===== config.mk =====
export PLATFORM = sky130hd
export DESIGN_NAME = cla_pipe_adder
export DESIGN_NICKNAME = d
export VERILOG_FILES = /design/src/rtl/cla_pipe_adder.sv
export SDC_FILE = /design/constraint.sdc
export NUM_CORES = 1
export LEC_CHECK = 0
export BUFFER_PORTS_ARGS = -buffer_cell sky130_fd_sc_hd__buf_2
export CAP_MARGIN = 0
export CORE_AREA = 2 2 108 189
export CTS_CLUSTER_SIZE = 14
export DETAILED_ROUTE_END_ITERATION = 8
export DIE_AREA = 0 0 110 191
export PLACE_DENSITY_LB_ADDON = 0.08
export SYNTH_ARGS = -nofsm -noshare
export SYNTH_HDL_FRONTEND = slang
export SYNTH_SLANG_ARGS = --single-unit

===== constraint.sdc =====
create_clock -name clk -period 6.27 [get_ports clk]
set_input_delay 0.627 -clock clk [delete_from_list [all_inputs] [get_ports clk]]
set_output_delay 0.627 -clock clk [all_outputs]
set_load 0.05 [all_outputs]

===== src/rtl/cla_pipe_adder.sv =====
// Pipelined carry-lookahead adder/subtractor.
// The operand width is cut into STAGES segments; stage k adds segment k using
// 4-bit CLA groups, a CLU per 16 bits and Gm/Pm chaining between 16-bit blocks.
// Each stage register carries the carry into the next segment, the partial sum
// and the aligned A/b' operands. The last stage register is the output register.
module cla_pipe_adder #(
    parameter int WIDTH  = 64,
    parameter int STAGES = 2
) (
    input  logic             clk,
    input  logic             rst,
    input  logic             in_valid,
    output logic             in_ready,
    input  logic [WIDTH-1:0] a,
    input  logic [WIDTH-1:0] b,
    input  logic [1:0]       op,
    input  logic             cin,
    output logic             out_valid,
    input  logic             out_ready,
    output logic [WIDTH-1:0] sum,
    output logic             cout,
    output logic             ovf,
    output logic             zero
);

    localparam int SEG  = WIDTH / STAGES;
    localparam int BLKS = SEG / 16;

    // Group generate of a 4-bit slice.
    function automatic logic group_gen(input logic [3:0] g, input logic [3:0] p);
        return g[3] | (p[3] & g[2]) | (p[3] & p[2] & g[1]) | (p[3] & p[2] & p[1] & g[0]);
    endfunction

    // Lookahead carries into positions 1..3 of a 4-wide group.
    function automatic logic [2:0] lookahead3(input logic [2:0] g, input logic [2:0] p,
                                              input logic c);
        logic [2:0] r;
        r[0] = g[0] | (p[0] & c);
        r[1] = g[1] | (p[1] & g[0]) | (p[1] & p[0] & c);
        r[2] = g[2] | (p[2] & g[1]) | (p[2] & p[1] & g[0]) | (p[2] & p[1] & p[0] & c);
        return r;
    endfunction

    // One segment: returns {carry_out, sum}.
    function automatic logic [SEG:0] cla_seg(input logic [SEG-1:0] x, input logic [SEG-1:0] y,
                                             input logic ci);
        logic [SEG-1:0] g;
        logic [SEG-1:0] p;
        logic [SEG:0]   c;
        logic [3:0]     gg;
        logic [3:0]     pg;
        logic [2:0]     gc;
        logic [2:0]     bc;
        g    = x & y;
        p    = x ^ y;
        c    = '0;
        c[0] = ci;
        for (int unsigned j = 0; j < BLKS; j++) begin
            for (int unsigned i = 0; i < 4; i++) begin
                gg[i] = group_gen(g[16*j+4*i +: 4], p[16*j+4*i +: 4]);
                pg[i] = &p[16*j+4*i +: 4];
            end
            // CLU: carries into groups 1..3 of this 16-bit block
            gc = lookahead3(gg[2:0], pg[2:0], c[16*j]);
            c[16*j+4]  = gc[0];
            c[16*j+8]  = gc[1];
            c[16*j+12] = gc[2];
            // block-level Gm/Pm chaining into the next 16-bit block
            c[16*j+16] = group_gen(gg, pg) | ((&pg) & c[16*j]);
            for (int unsigned i = 0; i < 4; i++) begin
                bc = lookahead3(g[16*j+4*i +: 3], p[16*j+4*i +: 3], c[16*j+4*i]);
                c[16*j+4*i+1 +: 3] = bc;
            end
        end
        return {c[SEG], p ^ c[SEG-1:0]};
    endfunction

    logic [WIDTH-1:0] bp;
    logic             c0;
    logic [STAGES-1:0] src_v;
    logic [WIDTH-1:0] src_a   [STAGES];
    logic [WIDTH-1:0] src_bp  [STAGES];
    logic [WIDTH-1:0] src_sum [STAGES];
    logic             src_c   [STAGES];
    logic [WIDTH-1:0] nsum    [STAGES];
    logic             nc      [STAGES];
    logic [SEG:0]     seg_res;
    logic [STAGES:0]  rdy;
    logic             ovf_n;

    logic [STAGES-1:0] v_r;
    logic [WIDTH-1:0] sum_r [STAGES];
    logic [WIDTH-1:0] a_r   [STAGES];
    logic [WIDTH-1:0] bp_r  [STAGES];
    logic             c_r   [STAGES];
    logic             ovf_r;
    logic             zero_r;

    // Operand prep: effective B and carry-in for add/sub/addc/subb.
    always_comb begin
        bp = op[0] ? ~b : b;
        c0 = op[1] ? cin : op[0];
    end

    // Per-stage sources and segment evaluation.
    always_comb begin
        src_v[0]   = in_valid;
        src_a[0]   = a;
        src_bp[0]  = bp;
        src_c[0]   = c0;
        src_sum[0] = '0;
        for (int unsigned k = 1; k < STAGES; k++) begin
            src_v[k]   = v_r[k-1];
            src_a[k]   = a_r[k-1];
            src_bp[k]  = bp_r[k-1];
            src_c[k]   = c_r[k-1];
            src_sum[k] = sum_r[k-1];
        end
        seg_res = '0;
        for (int unsigned k = 0; k < STAGES; k++) begin
            seg_res = cla_seg(src_a[k][k*SEG +: SEG], src_bp[k][k*SEG +: SEG], src_c[k]);
            nsum[k] = src_sum[k];
            nsum[k][k*SEG +: SEG] = seg_res[SEG-1:0];
            nc[k] = seg_res[SEG];
        end
        ovf_n = (src_a[STAGES-1][WIDTH-1] == src_bp[STAGES-1][WIDTH-1]) &&
                (nsum[STAGES-1][WIDTH-1] != src_a[STAGES-1][WIDTH-1]);
    end

    // Ready chain: a stage can load when empty or when its successor takes its content.
    always_comb begin
        rdy[STAGES] = out_ready;
        for (int unsigned i = 0; i < STAGES; i++) begin
            rdy[STAGES-1-i] = !v_r[STAGES-1-i] || rdy[STAGES-i];
        end
    end

    // Stage registers; the last one also registers the ovf/zero flags.
    always_ff @(posedge clk) begin
        if (rst) begin
            v_r    <= '0;
            ovf_r  <= 1'b0;
            zero_r <= 1'b0;
            for (int unsigned k = 0; k < STAGES; k++) begin
                sum_r[k] <= '0;
                a_r[k]   <= '0;
                bp_r[k]  <= '0;
                c_r[k]   <= 1'b0;
            end
        end else begin
            for (int unsigned k = 0; k < STAGES; k++) begin
                if (rdy[k]) begin
                    v_r[k] <= src_v[k];
                    if (src_v[k]) begin
                        sum_r[k] <= nsum[k];
                        a_r[k]   <= src_a[k];
                        bp_r[k]  <= src_bp[k];
                        c_r[k]   <= nc[k];
                    end
                end
            end
            if (rdy[STAGES-1] && src_v[STAGES-1]) begin
                ovf_r  <= ovf_n;
                zero_r <= (nsum[STAGES-1] == '0);
            end
        end
    end

    assign in_ready  = rdy[0];
    assign out_valid = v_r[STAGES-1];
    assign sum       = sum_r[STAGES-1];
    assign cout      = c_r[STAGES-1];
    assign ovf       = ovf_r;
    assign zero      = zero_r;

endmodule


# Word level (Yosys, flattened, before mapping)
# Memories as Yosys holds them, arrays and structs flattened.
# Cells that the tools add are included.
# classes
eq_ne	2
muxes	20
n_reduce_logical	27
n_bitwise	483
# op_table
operator	count
two-way mux 64 bit	7
bitwise AND 1 bit	284
OR 1 bit	192
bitwise XOR 32 bit	4
bitwise AND 32 bit	2
zero test 64 bit	1
inverter 64 bit	1
AND reduction 16 bit	4
AND reduction 4 bit	16
two-way mux 1 bit	13
logical AND 1 bit	2
zero test 1 bit	2
logical OR 1 bit	2
equality test 1 bit	1
!= test 1 bit	1
# totals
ram_bits	386
regBits	4
mem_count	4
input_bits	135
out_inout_bits	69
wordCells	540
# memory_table
memory	depth	width	read_ports	rd_clocked_by_memory_dff	wr	line_no	source
a_r	2	64	1	0	2	93	logic [WIDTH-1:0] a_r [STAGES];
bp_r	2	64	1	0	2	94	logic [WIDTH-1:0] bp_r [STAGES];
sum_r	2	64	2	0	2	92	logic [WIDTH-1:0] sum_r [STAGES];
c_r	2	1	2	0	2	95	logic c_r [STAGES];

# Longest topological paths before layout
# Gate-level depths: netlist of run 1.
# logic_depth
word_depth	18
depth_mapped	16
ltp_nobuf	16

# Worst setup path after synthesis of run 1
# OpenSTA, ideal clock, no wires.
# synth_timing
kind	input to register
from	in op[0]
to	mem sum_r[0][29] (data pin)
n_path_buf	2
setup_slack_ps	2219
arrival_time_ps	3785
path_stages	15
setup_ps	266
required_ps	6004
path_cell_list	clkbuf_1 -> clkbuf_1 -> xor2_1 -> ha_1 -> a211oi_2 -> o21a_1 -> o31ai_2 -> inv_2 -> o31ai_4 -> nand3_1 -> o21ai_1 -> a21oi_1 -> fa_1 -> xor2_1 -> nor2_1
# synth_lines
element	line_no	source
start, declared	16	input logic [1:0] op,
end, declared	92	

==> results of run 1 <==
-- through the flow --
stage | hold WS (ns) | cell area [um2] | total power [uW] | std cells | worst slack, ns
global route | 0.4322 | 11470 | 3441 | 1263 | 2.065
CTS | 0.4136 | 11470 | 3314 | 1263 | 2.293
finish | 0.4228 | 11470 | 3289 | 1263 | 2.296
detailed placement | 0.4942 | 10870 | 2249 | 1231 | 2.098
global placement | 0.4892 | 10870 | 2240 | 1231 | 2.163
floorplan | 0.4868 | 9580 | 2014 | 804 | 2.219
-- cell families after synthesis --
family,Yosys count,share of synthesized area (%)
and+or+nand+nor,282,15.19
buffers and inverters,56,2.194
muxes,3,0.3787
DFF,166,51.61
xor gates and xnor gates,106,9.690
adders and majority gates,80,11.70
AOI/OAI and AO/OA,111,9.233
-- Yosys cell counts (2+ instances only) --
master    count  area [um2]
edfxtp_1    162        4865
nor2_1      109       409.1
o211ai_1      3       22.52
nand3_1       7       35.03
nand4_1      11       68.82
a21oi_1      29       145.1
nor3_1       16       80.08
o21ai_0      15       75.07
ha_1         64       800.8
and2_1       77       481.7
nand2b_1      9       56.30
nor4b_1       2       17.52
a21o_1       19       142.6
o211a_1       3       30.03
a21oi_2       3       26.28
xor2_1       56       490.5
a31oi_1       2       12.51
o21a_1        3       22.52
o21ai_1       5       25.02
buf_1         5       18.77
or2_2         2       12.51
xnor2_1      50       437.9
dfxtp_1       4       80.08
clkbuf_1     21       78.83
a211oi_1      3       22.52
nand2_1      17       63.81
o21bai_1      2       15.01
fa_1         16       320.3
a211oi_2      2       25.02
or3_1         4       25.02
nand4b_1      2       17.52
and4_1        2       17.52
and3_1        4       25.02
a31o_2        2       17.52
nor2b_1       4       25.02
nor4_1       10       62.56
inv_1        29       108.9
-- routing by layer --
layer	vias up	GRT usage, %	part of all wire [%]
li1	3272	-	-
met1	3132	21.84	35
met2	200	41.10	57
met3	44	5.114	5.7
met4	0	9.445	3.1
met5	-	0	0
-- sequential cells by signal (all words and copies together), names as in the netlist --
signal / flops
bp_r: 32
zero: 1
a_r: 32
ovf: 1
sum_r: 96
v_r: 2
c_r: 2
-- how the worst min path moves through the flow --
stage / to / slack, ns
floorplan: v_r[1] / 0.49
global placement: zero / 0.49
detailed placement: zero / 0.49
CTS: v_r[0] / 0.41
global route: v_r[0] / 0.43
finish: v_r[0] / 0.42
-- area by class of cell --
| class | instances | area, um2 |
|---|---|---|
| fillers | 1651 | 8013 |
| flip-flops and latches | 166 | 4945 |
| multi-input cells | 582 | 4446 |
| repair buffers | 208 | 1056 |
| clock buffers | 18 | 429.2 |
| well taps | 245 | 306.5 |
| clock inverters | 14 | 176.4 |
| inverters | 30 | 112.6 |
-- power breakdown --
group / total [uW] / internal, uW / switching (uW) / leakage [uW]
registers: 1400 / 1350 / 48.0 / 0.00179
clock network: 1070 / 631 / 440 / 0.000293
logic: 818 / 291 / 527 / 0.00295
total: 3290 / 2270 / 1010 / 0.00503
-- worst min-delay path: stages --
cell	delay, ns
buf_2	0.09
a21oi_1	0.03
nor2_1	0.07
==> results.txt, run 1 <==
----------------------------------------------------
[Finish]
  Area grow syn2layout ... 19.73%
  Most frequent standard cell in the layout excluding fill and tap cells ... buf_2
  Total Nets Final ... 1220
  Ratio of cells with drive above 1 in the final layout ... a little over a quarter
  Commonest cells after routing, fill and taps aside ... 202 x buf_2, 162 x edfxtp_1, 109 x nor2_1, 77 x and2_1, 64 x ha_1
  Post-layout util ... 58.87%
  Antenna Diode Count ... 0

[Logic synthesis]
  Number of distinct standard cells referenced by the synthesized netlist ... 67
  Cells after Synth ... around 800
  Sequential cell area fraction in the yosys report ... 51.61%
  Net Count, Synth ... 1019
  Asr flop ratio synth ... 0%
  Post-synthesis register bit count ... 166
  Total number of yosys warnings ... 0
  Dominant synthesized flop cell ... edfxtp_1
  Cell area after synthesis ... 0.009580 mm2
  Number of flops mapped to enable cells by yosys ... about 160
  Synth Area per Inst ... 11.92 um2

[Setup path]
  Crit path depth ... 16
  Critical path cell sequence ... ha_1 > a21oi_1 > o21ai_2 > a221oi_4 > o221ai_2 > o211ai_4 > nand2_1 > fa_1 > nor4_1 > nand4_1 > nor2_1 > nand4_1 > nor3_1 > o311a_1 > nand4_1 > o21ai_1
  Flop2flop setup slack ... 2.30 ns
  Setup crit start ... bp_r[0][45]
  Crit path to ... zero
  Crit Path Class ... flop to flop
  R2r worst-path depth ... 16
  Critical path capture point type ... flop
  Biggest fanout along the worst timing path ... 5
  Cell type group with the largest total delay on the critical path ... compound AO/OA/AOI/OAI gates
  Critical Path Most Common Cell ... nand4_1
  Worst EP arrival ... 4.34 ns
  R2R Path End ... zero
  Slowest library cell on the worst path ... fa_1
  Buffers and inverters on the worst path ... 0
  Data required time of the worst path ... 6.64 ns
  Type of origin of the critical path ... flop
  Reg-to-reg startpoint ... bp_r[0][45]
  Largest stage delay on the critical path ... 0.46 ns

[STA]
  Count of endpoints failing setup in the final report ... 0
  Setup repair after global routing missed its margin ... no
  Setup TNS ... 0 ns
  Maximum operating frequency ... 251.7 MHz
  Count of pins over their slew limit ... 0
  Post-route clock period utilization ... 63.37%
  Actual transition at the worst max-transition pin ... approximately 1.1 ns
  Slew margin rel. ... 27.94%
  Endpoints failing hold ... 0
  Period minus WS final ... between 3 and 4 ns
  Post-Route Skew ... 0.009273 ns

[Power and ir drop]
  Worst VDD drop ... approximately 0.00021 V
  Ratio of total power to cell area ... 286.7 mW/mm2
  Standby leakage power ... between 0.005 and 0.006 uW

[Floorplan]
  Number of rows in the core area ... 68
  I/O pin count ... 204
  Die Ht ... 191 um
  Core Box Area ... 0.01948 mm2
  Die footprint ... 0.02101 mm2
  Die W ... 110 um
  Initial Util ... 49.17%

[Placement]
  Gp weighted congestion ... around 0.85
  HPWL after DPL ... between 15 and 20 mm
  Port bufs ... between 200 and 250

[Clock network]
  Maximum root-to-sink buffer count ... 2
  Clock Sinks ... 166
  TritonCTS clock tree ... yes
  Buffer cell driving the clock tree root ... clkbuf_16
  Number of gates resized after cts ... 0
  Clock transition at the register clock pins on the worst setup and hold paths after CTS ... 0.07 ns
  Cts hold-fix bufs ... 0
  Total clock buffers created by CTS ... 17
  Post CTS Setup Buffer Count ... 0
  Clock latency at the later pin of the worst-skew pair ... 0.43 ns
  H-tree lvl count ... 4

[Global routing]
  Initial antenna violation count ... 0
  First-pass GRT wire length ... 33.99 mm
  Overflow left after global routing ... 0
  Via count of the first global-routing pass ... between 6000 and 7000
  Maximum number of pins on one net before global-route repair ... 77
  All-Layer GR Usage ... 21.74%

[Worst hold path]
  Hold wc startpoint ... in_valid
  Hold-critical path depth ... 3
  Worst hold path type ... input port to flop

[Route]
  Routed via count divided by cell count ... 5.264
  Post-route DRC violation count ... 0
  DR vias ... about 6600
  Post-DRT Antenna Nets ... 0
  Detailed-route wire length per cell ... 17.43 um
  Pre-Repair DR Iteration Count ... 4
  Total Wirelength ... 22.01 mm
  Iteration-0 DRC count of the detailed router ... 300

[Outcome]
  Run status ... finished, final reports clean

[Run]
  Maximum Capacitance Violations ... 0

----------------------------------------------------
Power figures use the tool's default switching activity.
==> run 2, diff against run 1 <==
--- a/config.mk
+++ b/config.mk
@@ -5,12 +5,13 @@
 export SDC_FILE = /design/constraint.sdc
 export NUM_CORES = 1
 export LEC_CHECK = 0
+export ABC_AREA = 1
 export BUFFER_PORTS_ARGS = -buffer_cell sky130_fd_sc_hd__buf_2
 export CAP_MARGIN = 0
-export CORE_AREA = 2 2 108 189
+export CORE_AREA = 2 2 110 192
 export CTS_CLUSTER_SIZE = 14
 export DETAILED_ROUTE_END_ITERATION = 8
-export DIE_AREA = 0 0 110 191
+export DIE_AREA = 0 0 112 194
 export PLACE_DENSITY_LB_ADDON = 0.08
 export SYNTH_ARGS = -nofsm -noshare
 export SYNTH_HDL_FRONTEND = slang
==> constraint.sdc (replaced) <==
create_clock -name clk -period 4.15 [get_ports clk]
set_input_delay 0.415 -clock clk [delete_from_list [all_inputs] [get_ports clk]]
set_output_delay 0.415 -clock clk [all_outputs]
set_load 0.05 [all_outputs]
==> run 2 against run 1 <==
Sequential power is 51% higher; largest power group unchanged; sequential share of layout area is 1.2 points lower; first-iteration DRC count is 10% lower; critical path type unchanged; largest cell class unchanged; clock skew hardly changed.
==> results.txt, run 2 <==
----------------------------------------------------
[Outcome]
  Run status ... finished, final reports clean

[Logic synthesis]
  Area share of the leading cell type in the synthesized netlist ... 49.05%
  Top area cells in the synthesized netlist ... edfxtp_1 49%, nor2_1 8.3%, ha_1 8.1%
  Asr flop ratio synth ... 0%
  Synth Area per Inst ... 9.165 um2
  Number of flops mapped to enable cells by yosys ... 162
  Number of distinct standard cells referenced by the synthesized netlist ... 38
  Dominant synthesized flop cell ... edfxtp_1
  Cells after Synth ... about 1100
  Total number of yosys warnings ... 0
  Cell area after synthesis ... 0.009917 mm2
  Ranking of synthesized cells by instance count ... 220 x nor2_1, 181 x inv_1, 167 x nand2_1, 162 x edfxtp_1, 64 x ha_1
  Sequential cell area fraction in the yosys report ... 49.86%
  Post-synthesis register bit count ... 166
  Most frequent cell after synthesis ... nor2_1
  Net Count, Synth ... 1297
  Post-synthesis cell type with the largest combined area ... edfxtp_1

[Setup path]
  Data required time of the worst path ... 4.52 ns
  Type of origin of the critical path ... flop
  Reg-to-reg startpoint ... bp_r[0][43]
  Crit Path Class ... flop to flop
  Worst EP arrival ... 4.14 ns
  Biggest fanout along the worst timing path ... 6
  Setup crit start ... bp_r[0][43]
  Critical path capture point type ... flop

[Route]
  Post-route DRC violation count ... 0
  Pre-Repair DR Iteration Count ... 4
  Total Wirelength ... 20.99 mm
  Routed via count divided by cell count ... approximately 4.8
  DR vias ... 7506
  Post-DRT Antenna Nets ... 0
  Detailed-route wire length per cell ... between 10 and 15 um
  Iteration-0 DRC count of the detailed router ... roughly 270

[Finish]
  Total Nets Final ... 1504
  Final cell count without fillers ... 1552
  Ratio of cells with drive above 1 in the final layout ... 20.23%
  Area grow syn2layout ... 19.00%
  Top register by number of flip-flops ... sum_r
  Fill cell total of the finished layout ... 1873
  Largest registers ... sum_r: 96 flops, a_r: 32 flops, bp_r: 32 flops
  Most frequent standard cell in the layout excluding fill and tap cells ... nor2_1
  Register cell area after layout ... around 0.0049 mm2
  Area taken by multi-input logic gates ... 0.004215 mm2
  Max FFs per register ... 96
  Commonest cells after routing, fill and taps aside ... 219 x nor2_1, 202 x buf_2, 181 x inv_1, 165 x nand2_1, 162 x edfxtp_1

[STA]
  Setup repair after global routing missed its margin ... no
  Slew margin rel. ... between 20% and 30%
  Count of pins over their slew limit ... 0
  Endpoints failing hold ... 0
  Post-Route Skew ... 0.009552 ns
  Post-route clock period utilization ... 91.06%
  Setup TNS ... 0 ns
  Period minus WS final ... 3.779 ns
  Maximum operating frequency ... 264.6 MHz
  Count of endpoints failing setup in the final report ... 0
  Actual transition at the worst max-transition pin ... between 1 and 1.5 ns

[Clock network]
  Maximum root-to-sink buffer count ... 2
  Buffer cell driving the clock tree root ... clkbuf_16
  Clock Sinks ... 166
  Clock transition at the register clock pins on the worst setup and hold paths after CTS ... 0.06 ns
  TritonCTS clock tree ... yes
  Total clock buffers created by CTS ... 17
  H-tree lvl count ... 4
  Clock latency at the later pin of the worst-skew pair ... around 0.43 ns
  Cts hold-fix bufs ... 0

[Run]
  Maximum Capacitance Violations ... 0

[Floorplan]
  Number of rows in the core area ... slightly below 70
  I/O pin count ... 204
  Initial Util ... 49.09%
  Die footprint ... 0.02173 mm2
  Core Box Area ... around 0.020 mm2
  Die W ... 112 um
  Die Ht ... ~190 um

[Placement]
  HPWL after DPL ... about 16 mm
  Port bufs ... about 200
  Cells after DPL ... 1518
  Gp weighted congestion ... between 0.8 and 0.9

[Power and ir drop]
  Worst VDD drop ... a little under 0.0003 V
  Standby leakage power ... 0.005803 uW
  Ratio of total power to cell area ... 413.4 mW/mm2

[Global routing]
  Maximum number of pins on one net before global-route repair ... 103
  Overflow left after global routing ... 0
  First-pass GRT wire length ... about 35 mm
  All-Layer GR Usage ... about a fifth
  Initial antenna violation count ... 6
  Via count of the first global-routing pass ... 7705

[Worst hold path]
  Hold wc startpoint ... rst
  Worst hold path type ... input port to flop

----------------------------------------------------
## run 2: cell types whose count changed after synthesis, moves of 8 or more
cell,previous run,this run
nand2b_1,9,0
nor4_1,10,2
nand2_2,1,9
nor2_1,109,220
xnor2_1,50,42
nand2_1,17,167
inv_1,29,181
xor2_1,56,33
and2_1,77,0
nand3_1,7,46
a21oi_1,29,48
a21o_1,19,3
## run 2: final cells by class
type                    count  share of cell area, %
multi-input cells         709                  35.72
diodes                      4                0.08482
repair buffers            212                  9.203
well taps                 248                  2.629
clock inverters            10                 0.9224
clock buffers              20                  3.700
flip-flops and latches    166                  41.90
inverters                 183                  5.842
## run 2: final timing paths
kind,endpoint,slack [ns],depth (start not counted)
worst max register to register,zero,0.37,25
worst min-delay path,v_r[0],0.19,2
worst min register to register,v_r[1],0.48,2
worst max-delay path,zero,0.37,25
## run 2: cells by family (layout without fill, tap and decap cells)
group                    Yosys count  in the layout  synth area share [%]
adder cells (fa/ha/maj)           80             80                 11.30
XOR/XNOR                          75             75                 6.624
buffers and inverters            207            425                 7.860
flip-flops                       166            166                 49.86
AO/OA/AOI/OAI                     77             77                 4.353
AND/OR/NAND/NOR                  477            477                 20.00
other                              0              4                     0
## run 2: repair_timing
action / CTS / global route
buffers inserted: 0 / 0
resized for setup: 0 / 2
endpoints found under the setup margin: 0 / 1
## run 2: report_power, final
part	switching, uW	internal (uW)	total [uW]
Combinational	858	412	1270
Clock	615	873	1490
Sequential	64.7	2050	2120
## run 2: metal layers
metal,up-vias,track usage [%],part of all wire (%),wire (um)
met2,177,37.33,54,11240
met1,3404,21.19,38,8001
met5,-,0,0.12,26
met3,34,5.252,6.0,1266
met4,6,7.814,2.2,457
li1,3885,-,-,-
## run 2: stage by stage
step	worst slack (ns)	hold WS, ns	util [%]	area [um2]	total power [uW]
after floorplan	0.1524	0.4448	-	9917	3095
after global placement	0.3740	0.4544	55.63	11240	3415
after detailed placement	0.2685	0.4630	55.63	11240	3437
after CTS	0.2471	0.1698	58.33	11780	4926
after global routing	0.05962	0.1858	58.39	11800	5164
final	0.3709	0.1896	58.42	11800	4879
## run 2: critical path: stages, from the launching register on
cell,delay (ns)
edfxtp_1,0.37
ha_1,0.35
nand2_1,0.08
nand2_1,0.05
nor2_1,0.11
nand2_1,0.10
a21oi_1,0.22
nand4_4,0.19
nand2_1,0.12
nand2_2,0.08
fa_1,0.44
inv_1,0.11
nand2_1,0.07
nor2_1,0.13
nand2_1,0.09
nor2_1,0.11
nand3_1,0.07
nor2_1,0.11
nand3_1,0.12
nor3_2,0.15
nand3_1,0.13
nor2_1,0.15
nand3_1,0.09
nor2_1,0.13
nand3_1,0.08
nand2_1,0.06
==> run 3, diff against run 2 <==
--- a/config.mk
+++ b/config.mk
@@ -8,10 +8,10 @@
 export ABC_AREA = 1
 export BUFFER_PORTS_ARGS = -buffer_cell sky130_fd_sc_hd__buf_2
 export CAP_MARGIN = 0
-export CORE_AREA = 2 2 110 192
+export CORE_AREA = 2 2 111 194
 export CTS_CLUSTER_SIZE = 14
 export DETAILED_ROUTE_END_ITERATION = 8
-export DIE_AREA = 0 0 112 194
+export DIE_AREA = 0 0 113 196
 export PLACE_DENSITY_LB_ADDON = 0.08
 export SYNTH_ARGS = -nofsm -noshare
 export SYNTH_HDL_FRONTEND = slang
==> run 3 against run 2 <==
The run now ends with design-rule violations left; clock power increased by 11%; sequential share of layout area decreased by 0.23 points; die area increased by 1.9%; design area increased by 0.55%; register-to-register slack improved by 0.14 ns; power increased by 3.5%; first-iteration DRC count increased by 38%; via count decreased by 0.53%; non-clock buffer count increased by 1; fmax increased by 3.8%; critical path depth unchanged; critical path type unchanged; critical endpoint unchanged.
==> results.txt, run 3 (synthesis gave the netlist of run 2 again) <==
----------------------------------------------------
[Outcome]
  Run status ... finished with violations
  Failing checks ... design-rule violations

[Clock network]
  Clock transition at the register clock pins on the worst setup and hold paths after CTS ... 0.07 ns
  Number of gates resized after cts ... 0
  Clock latency at the later pin of the worst-skew pair ... 0.43 ns
  Post CTS Setup Buffer Count ... 0
  TritonCTS clock tree ... yes
  Maximum root-to-sink buffer count ... 2
  Cts hold-fix bufs ... 0
  Buffer cell driving the clock tree root ... clkbuf_16
  H-tree lvl count ... 4
  Clock Sinks ... 166
  Total clock buffers created by CTS ... 17

[Finish]
  Area grow syn2layout ... 19.66%
  Top register by number of flip-flops ... sum_r
  Largest registers ... sum_r: 96 flops, a_r: 32 flops, bp_r: 32 flops
  Max FFs per register ... 96
  Final cell count without fillers ... around 1600
  Ratio of cells with drive above 1 in the final layout ... 20.49%
  Commonest cells after routing, fill and taps aside ... 220 x nor2_1, 202 x buf_2, 181 x inv_1, 165 x nand2_1, 162 x edfxtp_1
  Total Nets Final ... roughly 1500
  Area taken by multi-input logic gates ... 0.004208 mm2
  Register cell area after layout ... a little under 0.005 mm2
  Most frequent standard cell in the layout excluding fill and tap cells ... nor2_1
  Fill cell total of the finished layout ... ~1900

[Setup path]
  Buffers and inverters on the worst path ... 1
  Slowest library cell on the worst path ... fa_1
  Cell type group with the largest total delay on the critical path ... simple AND/OR/NAND/NOR gates
  Data required time of the worst path ... around 4.5 ns
  Type of origin of the critical path ... flop
  Biggest fanout along the worst timing path ... 6
  Flop2flop setup slack ... between 0.5 and 0.6 ns
  Critical path capture point type ... flop
  Largest stage delay on the critical path ... between 0.4 and 0.5 ns
  Crit Path Class ... flop to flop
  Worst EP arrival ... 4.01 ns
  Crit path depth ... 25
  R2r worst-path depth ... 25
  Critical Path Most Common Cell ... nand2_1

[Route]
  Post-route DRC violation count ... 13
  Total Wirelength ... 21.37 mm
  DR vias ... 7466
  Post-DRT Antenna Nets ... 0
  Routed via count divided by cell count ... 4.798
  Pre-Repair DR Iteration Count ... 6
  Detailed-route wire length per cell ... 13.74 um
  Iteration-0 DRC count of the detailed router ... 370

[Placement]
  Cells after DPL ... 1523
  HPWL after DPL ... 16.49 mm
  Gp weighted congestion ... 0.8406
  Pre-CTS setup slack ... 0.4647 ns
  Port bufs ... 203

[Floorplan]
  Core Box Area ... 0.02067 mm2
  Die footprint ... 0.02215 mm2
  Number of rows in the core area ... 70
  Die Ht ... a little under 200 um
  I/O pin count ... between 200 and 250
  Die W ... 113 um
  Initial Util ... between 40 and 50%

[Global routing]
  GR Util met1 ... 21.10%
  Maximum number of pins on one net before global-route repair ... 66
  Most used routing layer ... met2
  Via count of the first global-routing pass ... roughly 7500
  Overflow left after global routing ... 0
  Initial antenna violation count ... 3
  Met2 layer usage reported by global route ... between 30 and 40%
  All-Layer GR Usage ... 19.79%
  Met3 global-route usage ... 4.757%
  First-pass GRT wire length ... about 34 mm

[STA]
  Slew margin rel. ... 39.76%
  Count of endpoints failing setup in the final report ... 0
  Maximum operating frequency ... 274.7 MHz
  Min setup slack post-route ... 0.5091 ns
  Setup repair after global routing missed its margin ... no
  Count of pins over their slew limit ... 0
  Post-Route Skew ... 0.01193 ns
  Endpoints failing hold ... 0
  Post-route clock period utilization ... 87.73%
  Period minus WS final ... 3.641 ns
  Actual transition at the worst max-transition pin ... about 0.9 ns
  Setup TNS ... 0 ns

[Power and ir drop]
  Worst VDD drop ... 0.0002670 V
  Ratio of total power to cell area ... roughly 430 mW/mm2
  Standby leakage power ... 0.005831 uW

[Worst hold path]
  Hold-critical path depth ... 2
  Worst hold path type ... input port to flop

[Run]
  Maximum Capacitance Violations ... 0

----------------------------------------------------
[run 3: cell count changes in the layout (fill, tap and decap cells not counted), moves of 3 or more]
| cell | before | now |
|---|---|---|
| clkbuf_1 | 3 | 0 |
| clkinv_2 | 5 | 1 |
| diode_2 | 4 | 1 |
| inv_6 | 0 | 7 |
[run 3: final timing paths]
kind | from | to
hold / removal | rst | v_r[1]
setup reg to reg | bp_r[0][43] | zero
setup / recovery | bp_r[0][43] | zero
hold reg to reg | v_r[0] | v_r[1]
[run 3: power by group]
part	leakage, uW	switching, uW	internal, uW
sequential	0.00177	64.3	2050
clock	0.000292	693	960
combinational	0.00377	866	412
[run 3: per-layer routing]
metal  routed length [um]  part of all wire, %  vias up
met2                11720                   55      164
li1                     -                    -     3889
met4                  218                  1.0        4
met5                   27                 0.13        -
met3                 1188                  5.6       17
met1                 8214                   38     3392
[run 3: area by class of cell]
class / instances / share of cell area, %
clock buffer: 17 / 3.585
sequential: 166 / 41.67
inverter: 183 / 5.810
antenna: 1 / 0.02109
timing repair buffer: 213 / 9.216
tap: 252 / 2.657
clock inverter: 15 / 1.582
multi-input combinational: 709 / 35.46
[run 3: worst register-to-register path, delay by kind of cell (launching register included)]
family,cells,cell delay [ns]
AND/OR/NAND/NOR,21,2.09
AO/OA/AOI/OAI,1,0.22
flip-flops,1,0.37
buffers and inverters,1,0.10
adder cells (fa/ha/maj),2,0.81
[run 3: stage by stage]
step                cell area [um2]  hold WS, ns  total power [uW]  util (%)
CTS                           11860       0.1719              5105     57.40
detailed placement            11250       0.4660              3444     54.43
floorplan                      9917       0.4448              3095         -
global placement              11250       0.4563              3423     54.43
global route                  11870       0.1868              5322     57.41
finish                        11870       0.1996              5049     57.41
